<file path="config.mk">
export PLATFORM = sky130hd
export DESIGN_NAME = mp_addsub_sequencer_flat
export DESIGN_NICKNAME = d
export VERILOG_FILES = /design/src/rtl/mp_addsub_sequencer_if.sv /design/src/rtl/mp_addsub_sequencer.sv /design/src/flat_wrapper.sv
export SDC_FILE = /design/constraint.sdc
export NUM_CORES = 1
export LEC_CHECK = 0
export ABC_AREA = 0
export BUFFER_PORTS_ARGS = -buffer_cell sky130_fd_sc_hd__buf_2
export CORE_UTILIZATION = 50
export DETAILED_ROUTE_END_ITERATION = 10
export HOLD_SLACK_MARGIN = 0.03
export PLACE_DENSITY = 0.8
export RECOVER_POWER = 50
export SETUP_SLACK_MARGIN = 0.2
export SYNTH_ARGS = -nofsm -noshare
export SYNTH_HDL_FRONTEND = slang
export SYNTH_SLANG_ARGS = --single-unit
</file>
<file path="constraint.sdc">
create_clock -name clk -period 3.45 [get_ports clk]
set_clock_uncertainty 0.15 [all_clocks]
set_input_delay 1.035 -clock clk [delete_from_list [all_inputs] [get_ports clk]]
set_output_delay 1.035 -clock clk [all_outputs]
set_load 0.01 [all_outputs]
</file>
<file path="src/rtl/mp_addsub_sequencer_if.sv">
// Request/response bundle for mp_addsub_sequencer: operand handshake in, result handshake out.
// master drives requests and accepts results; slave is the sequencer side.
interface mp_addsub_sequencer_if #(
  parameter int WORDS = 4
);
  localparam int W = 16 * WORDS;

  logic         in_valid;
  logic         in_ready;
  logic [W-1:0] a;
  logic [W-1:0] b;
  logic         sub;
  logic         out_valid;
  logic         out_ready;
  logic [W-1:0] sum;
  logic         cout;
  logic         ovf;

  modport master (
    output in_valid, a, b, sub, out_ready,
    input  in_ready, out_valid, sum, cout, ovf
  );

  modport slave (
    input  in_valid, a, b, sub, out_ready,
    output in_ready, out_valid, sum, cout, ovf
  );
endinterface

</file>
<file path="src/rtl/mp_addsub_sequencer.sv">
// Multi-precision add/subtract sequencer: one 16-bit Kogge-Stone adder reused over WORDS slices, LSW first.
// Optional macro MPADD_SAT_EN saturates the result to the signed extreme on overflow.
module kogge_stone_adder_16 (
  input  logic [15:0] a,
  input  logic [15:0] b,
  input  logic        cin,
  output logic [15:0] sum,
  output logic        cout
);
  logic [15:0] gl [5];
  logic [15:0] pl [5];

  // Cin is folded into bit 0's generate so the prefix tree yields carry-into-bit directly.
  always_comb begin
    gl[0] = a & b;
    pl[0] = a ^ b;
    gl[0][0] = gl[0][0] | (pl[0][0] & cin);
    for (int lvl = 0; lvl < 4; lvl++) begin
      for (int i = 0; i < 16; i++) begin
        if (i >= (1 << lvl)) begin
          gl[lvl+1][i] = gl[lvl][i] | (pl[lvl][i] & gl[lvl][i - (1 << lvl)]);
          pl[lvl+1][i] = pl[lvl][i] & pl[lvl][i - (1 << lvl)];
        end else begin
          gl[lvl+1][i] = gl[lvl][i];
          pl[lvl+1][i] = pl[lvl][i];
        end
      end
    end
    sum  = pl[0] ^ {gl[4][14:0], cin};
    cout = gl[4][15];
  end
endmodule

module mp_addsub_sequencer #(
  parameter int WORDS = 4
) (
  input logic                  clk,
  input logic                  rst_n,
  mp_addsub_sequencer_if.slave bus
);
  localparam int W  = 16 * WORDS;
  localparam int IW = (WORDS > 1) ? $clog2(WORDS) : 1;

  typedef enum logic [1:0] {IDLE, RUN, DONE} state_t;

  state_t         state, state_next;
  logic [W-1:0]   a_reg, b_reg, sum_reg;
  logic           sub_reg, carry, cout_reg, ovf_reg;
  logic [IW-1:0]  idx;
  logic [15:0]    a_slice, b_slice, s_slice;
  logic           c_slice, ovf_slice, last_slice;

  always_comb begin
    a_slice    = a_reg[16*idx +: 16];
    b_slice    = b_reg[16*idx +: 16] ^ {16{sub_reg}};
    ovf_slice  = (a_slice[15] == b_slice[15]) && (s_slice[15] != a_slice[15]);
    last_slice = (idx == IW'(WORDS - 1));
  end

  kogge_stone_adder_16 u_adder (
    .a    (a_slice),
    .b    (b_slice),
    .cin  (carry),
    .sum  (s_slice),
    .cout (c_slice)
  );

  always_ff @(posedge clk or negedge rst_n) begin
    if (!rst_n) state <= IDLE;
    else        state <= state_next;
  end

  always_comb begin
    state_next    = state;
    bus.in_ready  = 1'b0;
    bus.out_valid = 1'b0;
    case (state)
      IDLE: begin
        bus.in_ready = 1'b1;
        if (bus.in_valid) state_next = RUN;
      end
      RUN: begin
        if (last_slice) state_next = DONE;
      end
      DONE: begin
        bus.out_valid = 1'b1;
        if (bus.out_ready) state_next = IDLE;
      end
      default: state_next = IDLE;
    endcase
  end

  // Carry register starts at sub so subtraction is A + ~B + 1 across the whole word.
  always_ff @(posedge clk or negedge rst_n) begin
    if (!rst_n) begin
      a_reg    <= '0;
      b_reg    <= '0;
      sub_reg  <= 1'b0;
      carry    <= 1'b0;
      idx      <= '0;
      sum_reg  <= '0;
      cout_reg <= 1'b0;
      ovf_reg  <= 1'b0;
    end else begin
      case (state)
        IDLE: begin
          if (bus.in_valid) begin
            a_reg   <= bus.a;
            b_reg   <= bus.b;
            sub_reg <= bus.sub;
            carry   <= bus.sub;
            idx     <= '0;
          end
        end
        RUN: begin
          sum_reg[16*idx +: 16] <= s_slice;
          carry <= c_slice;
          idx   <= idx + 1'b1;
          if (last_slice) begin
            cout_reg <= c_slice;
            ovf_reg  <= ovf_slice;
`ifdef MPADD_SAT_EN
            if (ovf_slice)
              sum_reg <= a_reg[W-1] ? {1'b1, {(W-1){1'b0}}} : {1'b0, {(W-1){1'b1}}};
`endif
          end
        end
        default: ;
      endcase
    end
  end

  always_comb begin
    bus.sum  = sum_reg;
    bus.cout = cout_reg;
    bus.ovf  = ovf_reg;
  end
endmodule
</file>
<file path="src/flat_wrapper.sv">
// flat-port wrapper written by rule: the top's interface ports become plain ports
module mp_addsub_sequencer_flat 
#(
  parameter int WORDS = 4
)
  (clk, rst_n, bus_in_valid, bus_a, bus_b, bus_sub, bus_out_ready, bus_in_ready, bus_out_valid, bus_sum, bus_cout, bus_ovf);
  mp_addsub_sequencer_if #(.WORDS(WORDS)) bus_i ();
  input logic clk;
  input logic rst_n;
  input wire logic [$bits(bus_i.in_valid)-1:0] bus_in_valid;
  input wire logic [$bits(bus_i.a)-1:0] bus_a;
  input wire logic [$bits(bus_i.b)-1:0] bus_b;
  input wire logic [$bits(bus_i.sub)-1:0] bus_sub;
  input wire logic [$bits(bus_i.out_ready)-1:0] bus_out_ready;
  output wire logic [$bits(bus_i.in_ready)-1:0] bus_in_ready;
  output wire logic [$bits(bus_i.out_valid)-1:0] bus_out_valid;
  output wire logic [$bits(bus_i.sum)-1:0] bus_sum;
  output wire logic [$bits(bus_i.cout)-1:0] bus_cout;
  output wire logic [$bits(bus_i.ovf)-1:0] bus_ovf;
  assign bus_i.in_valid = bus_in_valid;
  assign bus_i.a = bus_a;
  assign bus_i.b = bus_b;
  assign bus_i.sub = bus_sub;
  assign bus_i.out_ready = bus_out_ready;
  assign bus_in_ready = bus_i.in_ready;
  assign bus_out_valid = bus_i.out_valid;
  assign bus_sum = bus_i.sum;
  assign bus_cout = bus_i.cout;
  assign bus_ovf = bus_i.ovf;
  mp_addsub_sequencer #(.WORDS(WORDS)) u_core (.clk(clk), .rst_n(rst_n), .bus(bus_i));
endmodule
</file>
After elaboration in Yosys (flattened, before gate mapping):

Index checks and enable logic that the tools add are counted.

* latch bits: 0
* ROM bits: 0
* output and inout port bits: 68
* bits in registers: 200
* input bits: 133
* memories kept: 0
* RAM bits: 0

* div/mod/pow operators: 0
* bitwise gates (word level): 138
* multiplexer cells: 11
* order comparisons: 0
* reduce and logical (&&, ||, !) cells: 7
* equality and inequality tests: 8
* multipliers: 0
* shifts and indexed selects: 4
* add/subtract/negate cells: 2

Operators with widths (number)
* $shiftx 64x7->16: 2
* $and 1x1->1: 84
* $bwmux 64: 1
* $shift 16x34->64 const A: 1
* $shiftx 16x34->64: 1
* $or 1x1->1: 50
* $xor 16x16->16: 3
* $neg 6->34: 1
* $and 16x16->16: 1
* $mux 2: 4
* $pmux 2 s3: 1
* $reduce_and 2->1: 3
* $eq 2x2->1 const B: 2
* $ne 2x2->1 const B: 2
* $pmux 2 s2: 1
* $mux 1: 3
* $reduce_and 3->1: 1
* $add 2x1->2 const B: 1
* $eq 2x1->1 const B: 1
* $logic_not 2->1: 1
* $ne 2x1->1 const B: 1
* $pmux 1 s2: 1
* $reduce_bool 2->1: 1
* $eq 1x1->1: 1
* other kinds (2): 2

Depth between registers and ports, before layout:

Gate-level depths: netlist of the first run.

* word-level depth: 14
* gate-level depth with buffers: 11

Cells and area by module:

Synthesis of the first run repeated with hierarchy kept, for this count alone.

* cells, all modules: 700
* area total of the unflattened synthesis: 9400.3 um2

By module, submodules not included
* mp_addsub_sequencer: times used 1, area an instance 8569.5 um2, cells each 586
* kogge_stone_adder_16: times used 1, area an instance 830.8 um2, cells each 114

Worst setup path before layout of the first run:

Ideal clock, no wire load.

* path type: flip-flop to flip-flop
* start point: reg u_core.idx[0]
* end point: reg u_core.sum_reg[61] (netlist: u_core.bus.sum[61])
* period minus slack after synthesis: 3526 ps
* required time: 3178 ps
* stages on the path, launching flop included: 12
* buffers on the path: 4
* data arrival time: 3255 ps
* slack: -76 ps
* cell sequence: dfrtp_1 buf_4 buf_4 buf_2 mux4_2 ha_1 buf_4 and3_1 a22oi_1 a22oi_1 or3_4 a32o_1

* word-level cells in the longest chain between the ends: 14
* elaborated cells between the ends (all ways): 133
* those cells by class: add/sub (1); shift (4); mux (1); bitwise (127)

Ends and longest elaborated chain
* from (decl): RTL line mp_addsub_sequencer.sv:49 `logic [IW-1:0] idx;`
* from (signal assigned): RTL line mp_addsub_sequencer.sv:118 `idx <= idx + 1'b1;`
* $shiftx 64x7->16: RTL line mp_addsub_sequencer.sv:55 `b_slice = b_reg[16*idx +: 16] ^ {16{sub_reg}};`
* $xor 16x16->16: RTL line mp_addsub_sequencer.sv:55
* $xor 16x16->16: RTL line mp_addsub_sequencer.sv:16 `pl[0] = a ^ b;`
* $and 1x1->1: RTL line mp_addsub_sequencer.sv:17 `gl[0][0] = gl[0][0] | (pl[0][0] & cin);`
* $or 1x1->1: RTL line mp_addsub_sequencer.sv:17
* $and 1x1->1: RTL line mp_addsub_sequencer.sv:21 `gl[lvl+1][i] = gl[lvl][i] | (pl[lvl][i] & gl[lvl][i - (1 << lvl)]);`
* $or 1x1->1: RTL line mp_addsub_sequencer.sv:21
* $and 1x1->1: RTL line mp_addsub_sequencer.sv:21
* $or 1x1->1: RTL line mp_addsub_sequencer.sv:21
* $and 1x1->1: RTL line mp_addsub_sequencer.sv:21
* $or 1x1->1: RTL line mp_addsub_sequencer.sv:21
* $xor 16x16->16: RTL line mp_addsub_sequencer.sv:29 `sum = pl[0] ^ {gl[4][14:0], cin};`
* $shiftx 16x34->64: RTL line mp_addsub_sequencer.sv:116 `sum_reg[16*idx +: 16] <= s_slice;`
* $bwmux 64 (*): RTL line mp_addsub_sequencer.sv:116
* to (signal, indexed assignment): RTL line mp_addsub_sequencer.sv:116
* to (decl): RTL line mp_addsub_sequencer.sv:47 `logic [W-1:0] a_reg, b_reg, sum_reg;`

Mark *: on every way between the ends. The rest lies on a longest branch, timed or not.
A chain may end at the register's enable or synchronous reset.

Final worst setup path of the first run:

* start point: reg u_core.idx[1]
* end point: reg u_core.sum_reg[38] (netlist: u_core.bus.sum[38])

Same word-level chain as after synthesis.

==> impl_results.md, run 1 <==
- R2R cell count: 10
- Syn_nets: 854
- Final Max Slew Viols: 78
- First-pass GRT wire length: 37500 um
- Worst Path Required: 3.63 ns
- CP Capture Type: register
- Post-synth top area share: 52.9%
- Post-synthesis register bit count: 200
- Clock Path Buffers: 2
- Sequential element share of the synthesized area: 52.9%
- Clk root buf: clkbuf_16
- Row cnt: slightly below 50
- I/O Pins: 201
- Hold Path Depth: 2
- Worst Path Max Fanout: 10
- Fraction of layout cells with a size suffix above 1: 54.2%
- Failing checks: capacitance limit, slew limit
- Initial antenna violation count: 0
- Number of global-route vias before repair: 6983
- Detailed Routing Iterations Pass 1: 5
- Register clock-pin slew on the reported worst setup and hold paths: 0.07 ns
- Crit path time final: between 3 and 4 ns
- Total length of routed wires: 24000 um
- Reg2reg setup slack: ~0.19 ns
- GR Layer Usage met3: 6.33%
- Post-synth ARST share: 100%
- Fillers: about 1300
- Via Count: slightly below 7000
- Die Span Y: about 140 um
- Total global routing overflow: 0
- M1 GR Usage: 32.8%
- Commonest cells post-synth: dfrtp_1 (200), mux2_2 (129), nand2_1 (51)
- Largest net degree at the start of global routing: 81
- Full die area: 19500 um^2
- IO Port Bufs: 200
- Max Freq: between 300 and 400 MHz
- Global route hottest layer: met2
- Top-count cell post-synth: dfrtp_1
- Drt initial violations: 379
- DPL Wire Length: 17400 um
- Hold Crit Start: u_core.bus.sum[7]
- CTS sink count: 200
- Max H-tree Level: 4
- Library cells used by synthesis: 58
- Synth area leader: dfrtp_1
- Status: finished with violations
- Kind of critical path: reg -> reg
- M2 GR Usage: between 40% and 50%
- Average size of a mapped cell: 13.6 um^2
- Setup crit start kind: register
- Worst-Skew Late Latency: 0.43 ns
- # setup viols final: 0
- Top cells by area, synth: dfrtp_1 (53%), mux2_2 (15%), mux4_2 (7.6%)
- Gate Count Post-Synth: 698
- Core Area: approximately 18000 um^2
- Die width: 140 um
- Antenna-violating nets left: 0
- Max Cap Viol: 1
- TritonCTS clock tree: built
- Hold Path Sink: u_core.bus.sum[7]
- FF-to-FF End: u_core.bus.sum[38]
- DR vias/cell: a little under 6
- Initial Util: 51.8%
- Final Cycle Share: 94.6%
- Worst R2R Start: u_core.idx[1]
- Synth Flop Type: dfrtp_1
- GPL Wtd Cong: 0.924
- Synthesized cell area: 9460 um^2
- Layout Nets: 1097
- Synth warnings: 0
- Residual DRC: 0
- Area Growth Syn to Fin: 27.3%
- Actual slew at the worst max-slew pin: 2.08 ns
- Fin. Hold Viols: 0
- Setup TNS: 0 ns
- WP data arrival: 3.44 ns
- CTS buffer count: 17
- Hold-fix buffers, CTS: 0
- Worst slew margin: -39.0%
- HP Class: reg -> reg
- GRT Resource Usage Total: 25.3%
- Routed WL per cell: 20.2 um
- RSZ-0062 raised after global routing: true
- Post-synth EDFFs: 0
-- area by class of cell --
class / instances / area (um^2) / share of cell area, %
sequential: 200 / 5010 / 41.6
tap: 229 / 287 / 2.38
multi-input combinational: 447 / 4500 / 37.4
inverter: 12 / 45.0 / 0.374
clock inverter: 13 / 165 / 1.37
clock buffer: 19 / 453 / 3.76
timing repair buffer: 263 / 1590 / 13.2
antenna: 1 / 2.50 / 0.0208
-- kinds of logic after synthesis --
| logic type | synth area share [%] |
|---|---|
| and+or+nand+nor | 5.86 |
| adders and majority gates | 3.20 |
| xor gates and xnor gates | 1.76 |
| buffers and inverters | 2.54 |
| DFF | 52.9 |
| muxes | 23.1 |
| AOI/OAI and AO/OA | 10.7 |
-- cell usage in the layout (no fill, tap or decap), types with 12 or more instances in the layout --
cell / instances
buf_4: 50
mux4_2: 32
dfrtp_1: 198
o31ai_1: 15
mux2_2: 129
o21ai_0: 21
nand2_1: 50
clkbuf_16: 17
a32o_1: 12
buf_2: 198
xor2_1: 13
ha_1: 15
a22o_1: 16
-- how the worst max path moves through the flow --
stage / endpoint / slack (ns) / cells past startpoint / from
CTS: u_core.bus.sum[26] / 0.18 / 10 / u_core.idx[0]
detailed placement: u_core.bus.sum[61] / 0.14 / 10 / u_core.idx[0]
global placement: u_core.bus.sum[61] / 0.17 / 8 / u_core.idx[0]
floorplan: u_core.bus.sum[10] / 0.21 / 11 / u_core.idx[0]
global route: u_core.bus.sum[38] / 0.07 / 10 / u_core.idx[1]
finish: u_core.bus.sum[38] / 0.19 / 10 / u_core.idx[1]
-- metrics by stage --
stage	setup WS (ns)	hold slack, ns	util [%]	std cells	area [um^2]
detailed placement	0.136	0.311	59.9	1125	10900
CTS	0.180	0.327	64.4	1166	11800
floorplan	0.211	0.318	-	698	9510
global placement	0.170	0.311	59.9	1125	10900
finish	0.185	0.326	65.9	1184	12000
global route	0.0664	0.351	65.9	1183	12000
-- critical path, stage by stage (launching register included) --
cell	delay (ns)
dfrtp_1	0.61
buf_4	0.27
mux4_2	0.32
xor2_1	0.21
ha_2	0.32
nor2b_4	0.14
o31a_1	0.32
buf_4	0.16
o21a_4	0.20
o21a_4	0.22
o31ai_1	0.25
-- timing repair --
item                                    in CTS  in global routing
setup buffers                                9                 17
pin swaps                                   13                 20
gates resized for setup                     27                 37
endpoints found under the setup margin      28                 46
-- metal layers --
layer	part of all wire, %	vias up
met2	49	281
li1	-	3109
met1	42	3491
met4	2.2	0
met5	0	-
met3	6.6	41
Power of run 1 is not shown: default switching activity piles up to over one toggle a cycle in this logic, so the estimate is an artifact.
==> run 2: changes to the inputs <==
--- a/config.mk
+++ b/config.mk
@@ -7,12 +7,15 @@
 export LEC_CHECK = 0
 export ABC_AREA = 0
 export BUFFER_PORTS_ARGS = -buffer_cell sky130_fd_sc_hd__buf_2
-export CORE_UTILIZATION = 50
+export CELL_PAD_IN_SITES_DETAIL_PLACEMENT = 1
+export CELL_PAD_IN_SITES_GLOBAL_PLACEMENT = 1
+export CORE_UTILIZATION = 40
 export DETAILED_ROUTE_END_ITERATION = 10
 export HOLD_SLACK_MARGIN = 0.03
-export PLACE_DENSITY = 0.8
+export PLACE_DENSITY = 0.79
 export RECOVER_POWER = 50
 export SETUP_SLACK_MARGIN = 0.2
+export SLEW_MARGIN = 20
 export SYNTH_ARGS = -nofsm -noshare
 export SYNTH_HDL_FRONTEND = slang
 export SYNTH_SLANG_ARGS = --single-unit
==> run 2 against run 1 <==
  * The flow still finishes with violations (capacitance limit, slew limit)
  * Routed wire length increased by 17%
  * First-iteration DRC count decreased by 25%
  * Final cell count increased by 6.5%
  * Global-route usage decreased by 1.3 points
  * Setup slack got worse by 0.13 ns
  * Sequential cell count unchanged
  * Clock-buffer cell count decreased by 1
  * Core utilization decreased by 13 points
  * Worst hold slack improved by 0.00066 ns
  * Cell area increased by 0.13%
  * Largest cell class unchanged
==> impl_results.md, run 2 (same netlist as run 1, synthesis figures left out) <==
- Status: finished with violations
- Failing checks: capacitance limit, slew limit
- Clk root buf: clkbuf_16
- Worst slew margin: -26.4%
- # setup viols final: 0
- Register clock-pin slew on the reported worst setup and hold paths: 0.07 ns
- Worst path slowest cell: mux4_2
- First-pass GRT wire length: approximately 44000 um
- Max Freq: 295 MHz
- Full die area: 24300 um^2
- Antenna-violating nets left: 0
- Row cnt: 55
- Die width: 156 um
- Drt initial violations: 286
- Dpl cell area: 11000 um^2
- Total global routing overflow: 0
- Crit path time final: between 3 and 4 ns
- Fin. Hold Viols: 0
- Worst Path Required: approximately 3.6 ns
- I/O Pins: 201
- Initial antenna violation count: 7
- CTS sink count: 200
- CP Capture Type: register
- Worst Path Max Fanout: 8
- DR vias/cell: roughly 5.4
- Initial Util: 41.3%
- Kind of critical path: reg -> reg
- Largest net degree at the start of global routing: 72
- DPL Wire Length: 20600 um
- Residual DRC: 0
- GPL Wtd Cong: 0.904
- Post-Place Cells: about 1200
- Number of global-route vias before repair: 7501
- TritonCTS clock tree: built
- Layout Nets: ~1100
- Core Area: 22900 um^2
- Setup crit start kind: register
- Via Count: 6833
- Detailed Routing Iterations Pass 1: 4
- WP data arrival: 3.57 ns
- Die Span Y: 156 um
- Clock Path Buffers: 2
- Max H-tree Level: 4
- Actual slew at the worst max-slew pin: 1.90 ns
- Final Cycle Share: 98.3%
- Post-route cell area: 12100 um^2
- HP Class: reg -> reg
- Area Growth Syn to Fin: 27.5%
- Most frequent cells in the layout: buf_2 (198), dfrtp_1 (198), mux2_2 (128)
- Hold Crit Start: u_core.bus.sum[11]
- Critical path cell sequence: buf_12, buf_8, mux4_2, xor2_1, ha_2, o211ai_1, buf_4, buf_6, a21oi_4, nor3b_2, a211o_1, o31ai_1
- CTS buffer count: 17
- Total length of routed wires: between 20000 and 30000 um
- Final Max Slew Viols: 104
- Slowest Stage Delay on Critical Path: 0.55 ns
- Worst-Skew Late Latency: 0.44 ns
- Hold-fix buffers, CTS: 0
- Worst R2R Start: u_core.idx[0]
- RSZ-0062 raised after global routing: true
- CP Launch Point: u_core.idx[0]
- Fin cells: 1261
- Max Cap Viol: 2
- Buf+Inv Stages, Crit Path: 4
- Fraction of layout cells with a size suffix above 1: 53.1%
- GRT Resource Usage Total: 24.0%
- IO Port Bufs: 200
- Largest delay contributor family on the critical path: compound AO/OA/AOI/OAI gates
- Routed WL per cell: 22.2 um
==> run 2: cell types whose count changed in the layout (fill, tap and decap cells not counted), moves of 3 or more <==
cell      change
buf_4         -9
a21oi_4       +3
buf_12        -3
clkbuf_1      +3
clkinv_2      -3
ha_2          +3
o21a_4        -3
==> run 2: what timing repair did <==
item                       4_1_cts  5_1_grt
pin swaps                       10       35
setup endpoints to repair       46       45
gates resized for setup         23       48
setup buffers                   11        5
gates cloned                     0        0
==> run 2: tightest hold or removal path, stage by stage, from the launching register on <==
cell	delay, ns
dfrtp_1	0.34
nand2_1	0.05
o31ai_1	0.05
==> run 2: final cells by class <==
cell class              instances  area, um^2
diodes                          3        7.51
clock buffers                  18         429
clock inverters                13         186
fillers                      2361       10900
inverters                      12        45.0
multi-input cells             447        4510
flip-flops and latches        200        5010
well taps                     313         392
repair buffers                255        1490
==> run 2: path summary, 6_finish.rpt <==
check                                          end  slack [ns]  depth (start not counted)
worst min-delay path            u_core.bus.sum[11]        0.33                          2
min in group asynchronous         u_core.b_reg[41]        0.95                          1
worst max register to register  u_core.bus.sum[10]        0.06                         12
max in group asynchronous         u_core.b_reg[30]        0.54                          2
worst min register to register  u_core.bus.sum[11]        0.33                          2
worst max-delay path            u_core.bus.sum[10]        0.06                         12
==> run 2: layer usage <==
layer	wire [um]	track usage, %	vias up
met1	12100	31.3	3513
met4	499	6.91	6
li1	-	-	3081
met5	40	0	-
met3	1390	4.97	35
met2	13900	40.3	198
==> run 2: per-stage QoR <==
step / hold WS (ns) / setup TNS, ns / setup WS [ns] / utilization [%]
after detailed placement: 0.314 / -0.263 / -0.0721 / 48.2
final: 0.326 / 0 / 0.0597 / 52.7
after global routing: 0.355 / -0.00398 / -0.00398 / 52.6
after global placement: 0.309 / -0.00522 / -0.00522 / 48.2
after CTS: 0.330 / 0 / 0.162 / 51.6
after floorplan: 0.318 / 0 / 0.211 / -
Power of run 2 is left out for the same reason.
